**src/rtl/clk_ctrl_pkg.sv**
```systemverilog
// Shared definitions for the CPU clock run/stop/step controller.
package clk_ctrl_pkg;

    typedef enum logic [1:0] {
        STOP  = 2'd0,
        RUN   = 2'd1,
        STEP  = 2'd2,
        DRAIN = 2'd3
    } state_t;

    localparam int unsigned DIV_MIN = 1;

endpackage

```
**src/rtl/period_counter.sv**
```systemverilog
// Divided-clock period counter: counts 0..div-1 while enabled and flags the terminal count.
module period_counter #(
    parameter int unsigned WIDTH = 32
) (
    input  logic             clk,
    input  logic             rst_n,
    input  logic             en,
    input  logic             clr,
    input  logic [WIDTH-1:0] div,
    output logic [WIDTH-1:0] cnt,
    output logic             tc
);

    assign tc = en && (cnt == (div - WIDTH'(1)));

    always_ff @(posedge clk or negedge rst_n) begin
        if (!rst_n) begin
            cnt <= '0;
        end else if (clr) begin
            cnt <= '0;
        end else if (en) begin
            cnt <= tc ? '0 : cnt + WIDTH'(1);
        end
    end

endmodule

```
**src/rtl/clk_ctrl.sv**
```systemverilog
// Run/stop/single-step controller for the CPU clock divider with a shadowed, runtime divisor.
module clk_ctrl
    import clk_ctrl_pkg::*;
#(
    parameter int unsigned WIDTH       = 32,
    parameter int unsigned DEFAULT_DIV = 25_000_000
) (
    input  logic             clk,
    input  logic             rst_n,
    input  logic             run,
    input  logic             step,
    input  logic             cfg_valid,
    input  logic [WIDTH-1:0] cfg_div,
    output logic             cfg_ready,
    output logic             tick,
    output logic             out,
    output logic             running,
    output logic [WIDTH-1:0] tick_cnt
);

    state_t           state_q;
    state_t           state_d;
    logic [WIDTH-1:0] div_reg;
    logic [WIDTH-1:0] shadow;
    logic             pend;
    logic [WIDTH-1:0] cnt;
    logic             tc;
    logic             active;
    logic             accept;
    logic             apply;

    assign active    = (state_q != STOP);
    assign accept    = cfg_valid && !pend;
    // A pending divisor lands immediately when stopped, otherwise only at a period boundary.
    assign apply     = pend && (!active || tc);
    assign cfg_ready = !pend;
    assign tick      = tc;

    period_counter #(
        .WIDTH (WIDTH)
    ) u_period_counter (
        .clk   (clk),
        .rst_n (rst_n),
        .en    (active),
        .clr   (!active),
        .div   (div_reg),
        .cnt   (cnt),
        .tc    (tc)
    );

    // Next-state logic
    always_comb begin
        state_d = state_q;
        case (state_q)
            STOP: begin
                if (run) begin
                    state_d = RUN;
                end else if (step) begin
                    state_d = STEP;
                end
            end
            RUN: begin
                if (!run) begin
                    state_d = DRAIN;
                end
            end
            DRAIN: begin
                if (run) begin
                    state_d = RUN;
                end else if (tc) begin
                    state_d = STOP;
                end
            end
            STEP: begin
                if (tc) begin
                    state_d = run ? RUN : STOP;
                end
            end
            default: state_d = STOP;
        endcase
    end

    always_ff @(posedge clk or negedge rst_n) begin
        if (!rst_n) begin
            state_q  <= STOP;
            running  <= 1'b0;
            div_reg  <= WIDTH'(DEFAULT_DIV);
            shadow   <= '0;
            pend     <= 1'b0;
            out      <= 1'b0;
            tick_cnt <= '0;
        end else begin
            state_q <= state_d;
            running <= (state_d != STOP);
            if (accept) begin
                shadow <= (cfg_div < WIDTH'(DIV_MIN)) ? WIDTH'(DIV_MIN) : cfg_div;
                pend   <= 1'b1;
            end else if (apply) begin
                pend   <= 1'b0;
            end
            if (apply) begin
                div_reg <= shadow;
            end
            if (tc) begin
                out      <= !out;
                tick_cnt <= tick_cnt + WIDTH'(1);
            end
        end
    end

endmodule

```
**config.mk**
```make
export PLATFORM = sky130hd
export DESIGN_NAME = clk_ctrl
export DESIGN_NICKNAME = d
export VERILOG_FILES = /design/src/rtl/clk_ctrl_pkg.sv /design/src/rtl/period_counter.sv /design/src/rtl/clk_ctrl.sv
export SDC_FILE = /design/constraint.sdc
export NUM_CORES = 1
export LEC_CHECK = 0
export BUFFER_PORTS_ARGS = -buffer_cell sky130_fd_sc_hd__buf_2
export CAP_MARGIN = 20
export CORE_MARGIN = 2
export CORE_UTILIZATION = 50
export CTS_CLUSTER_SIZE = 40
export DETAILED_ROUTE_END_ITERATION = 10
export GPL_ROUTABILITY_DRIVEN = 0
export GPL_TIMING_DRIVEN = 0
export HOLD_SLACK_MARGIN = 0.03
export PLACE_DENSITY_LB_ADDON = 0.12
export SLEW_MARGIN = 20
export SYNTH_ARGS = -nofsm -noshare
export SYNTH_HDL_FRONTEND = slang
export SYNTH_HIERARCHICAL = 1
export SYNTH_SLANG_ARGS = --single-unit
```
**constraint.sdc**
```tcl
create_clock -name clk -period 4.7 [get_ports clk]
set_clock_uncertainty 0.05 [all_clocks]
set_input_delay 0.94 -clock clk [delete_from_list [all_inputs] [get_ports clk]]
set_output_delay 0.94 -clock clk [all_outputs]
set_load 0.03 [all_outputs]
```
==> flow_metrics.env <==
export IMPL_viasPerCell=6.12
export IMPL_cp_start_kind="register"
export IMPL_diodes=0
export IMPL_n_fill_cell=1228
export IMPL_finalSetupViolCount=0
export IMPL_synthesis_nets=789
export IMPL_htreeDepth=4
export IMPL_drc=0
export IMPL_min_path_type="in2async"
export IMPL_rrSetupSlack_ns=0.46
export IMPL_die_y_um=127
export IMPL_clk_pin_slew_ns=0.06
export IMPL_cts_inserted_buffers=17
export IMPL_ant_nets=0
export IMPL_setup_tns_ns=0
export IMPL_maxSlewViolCount=0
export IMPL_clk_latency_ns=0.42
export IMPL_rsz0062_at_grt="false"
export IMPL_start_util_pct=51.5
export IMPL_ys_ff_latch=133
export IMPL_synth_avg_cell_area_um2=10.1
export IMPL_final_common_cell="dfrtp_1"
export IMPL_cp_max_fo=8
export IMPL_end_kind="output pin"
export IMPL_grt_pass1_wl_mm=31.2
export IMPL_ys_warn_count=6
export IMPL_final_cells=1043
export IMPL_layout_min_cycle_time_ns=4.45
export IMPL_synth_edf_count=0
export IMPL_power_density_nw_per_um2=300
export IMPL_ys_seq_area_share_pct=44.3
export IMPL_required_ns=3.71
export IMPL_hold_viol=0
export IMPL_track_usage_pct=24.2
export IMPL_portBuffers=72
export IMPL_antenna_found_initial=0
export IMPL_worstMarginPinSlew_ns=0.844
export IMPL_cts_buffer_depth=2
export IMPL_wire_per_inst_um=18.2
export IMPL_die_w_um=127
export IMPL_final_cell_mix="dfrtp_1 (121), buf_2 (81), mux2_2 (66), nand2_1 (55), xnor2_1 (51)"
export IMPL_cts_root_buf="clkbuf_16"
export IMPL_routed_wl_mm=19.0
export IMPL_grt_ovfl_total=0
export IMPL_place_inst=1006
export IMPL_grt_max_degree=102
export IMPL_core_area_um2=14600
export IMPL_synth_ff_type="dfrtp_1"
export IMPL_cp_arrival_ns=3.46
export IMPL_syn_to_final_growth_pct=17.7
export IMPL_peakVddDrop_mv=0.238
export IMPL_p_leak_uw=0.00408
export IMPL_cap_viol_max_count=0
export IMPL_place_hpwl_mm=13.8
export IMPL_async_reset_ff_share_pct=100
export IMPL_fp_row_count=44
export IMPL_syn_inst=749
export IMPL_path_class="reg2out"
export IMPL_nets=886
export IMPL_status="completed"
export IMPL_syn_area_um2=7540
export IMPL_dieArea_um2=16100
export IMPL_synth_cell_type_count=63
export IMPL_cts_tree="built"
export IMPL_drt_iter0_drc=611
export IMPL_max_freq_mhz=225
export IMPL_min_period_over_period_pct=94.7
export IMPL_slew_headroom_pct=43.2
export IMPL_drive_gt1_share_pct=27.2
export IMPL_io_pins=73
export IMPL_grt_pass1_vias=6183
export IMPL_num_vias=6378
export IMPL_clock_sinks=133
export IMPL_first_pass_iters=5
timing repair:
action	CTS	global route
hold buffers	0	0
pin swaps	0	3
setup endpoints to repair	5	21
gates cloned	0	0
gates resized for setup	2	7
buffers inserted	1	4
routing by layer:
| metal | share of wire (%) | global-route usage, % | wire length, µm | up-vias |
|---|---|---|---|---|
| met1 | 45 | 33.1 | 8530 | 3141 |
| met4 | 2.3 | 9.76 | 427 | 0 |
| met2 | 47 | 38.5 | 9000 | 244 |
| met5 | 0 | 0 | 0 | - |
| li1 | - | - | - | 2952 |
| met3 | 5.3 | 4.34 | 1000 | 41 |
cell usage after synthesis, types with 18 or more instances:
master / count / share of area [%]
nand2_1: 55 / 2.7
nor3_1: 26 / 1.7
mux2_2: 66 / 9.9
a31oi_1: 18 / 1.5
dfrtp_1: 121 / 40
inv_1: 28 / 1.4
xnor2_1: 51 / 5.9
nor4_1: 20 / 1.7
nor2_1: 42 / 2.1
nand4_1: 44 / 3.6
xor2_1: 22 / 2.6
clkbuf_1: 19 / 0.95
nand3_1: 49 / 3.3
cell families (layout without fill, tap and decap cells):
kind of cell	count (synthesis)	after routing	share of synthesized area [%]
AND/OR/NAND/NOR	313	313	24.0
flip-flops	133	133	44.3
buffers and inverters	65	175	4.01
adder cells (fa/ha/maj)	3	3	0.498
AO/OA/AOI/OAI	92	92	8.34
multiplexers	70	70	10.4
XOR/XNOR	73	73	8.47
area by class of cell:
cell class | count | area [µm²] | share of cell area, %
sequential | 133 | 3340 | 37.7
buffer | 37 | 198 | 2.23
tap | 184 | 230 | 2.59
clock buffer | 20 | 457 | 5.14
inverter | 28 | 105 | 1.18
timing repair buffer | 78 | 438 | 4.93
multi-input combinational | 551 | 3940 | 44.3
clock inverter | 12 | 170 | 1.92
power by group:
part	switching [µW]	internal, µW
registers	18.0	1180
logic	38.5	38.0
clock network	520	872
worst paths after layout:
kind,startpoint,cells after the start,end
hold reg to reg,tick_cnt[31],1,tick_cnt[31]
setup reg to reg,div_reg[2],14,tick_cnt[27]
max in group asynchronous,rst_n,2,div_reg[22]
setup / recovery,div_reg[2],9,tick
hold / removal,rst_n,1,u_period_counter/cnt[7]
min in group clk,tick_cnt[31],1,tick_cnt[31]
critical path, cell delays in order, from the launching register on:
cell	delay, ns
dfrtp_1	0.38
buf_6	0.14
or3_1	0.46
nor2_2	0.36
nand4_1	0.20
a2111oi_1	0.46
nand2_1	0.12
a211o_1	0.33
nor4b_4	0.36
buf_4	0.23
through the flow:
| step | worst slack [ns] | total power, µW | hold WS [ns] | cell area [µm²] | util (%) |
|---|---|---|---|---|---|
| floorplan | 0.448 | 1240 | 0.425 | 7550 | - |
| global placement | 0.103 | 1290 | 0.399 | 8140 | 55.6 |
| detailed placement | -0.000243 | 1290 | 0.410 | 8180 | 55.9 |
| CTS | 0.0727 | 2690 | 0.321 | 8820 | 60.3 |
| global route | 0.0419 | 2750 | 0.329 | 8880 | 60.6 |
| finish | 0.247 | 2660 | 0.325 | 8880 | 60.6 |
Power figures use the tool's default switching activity.
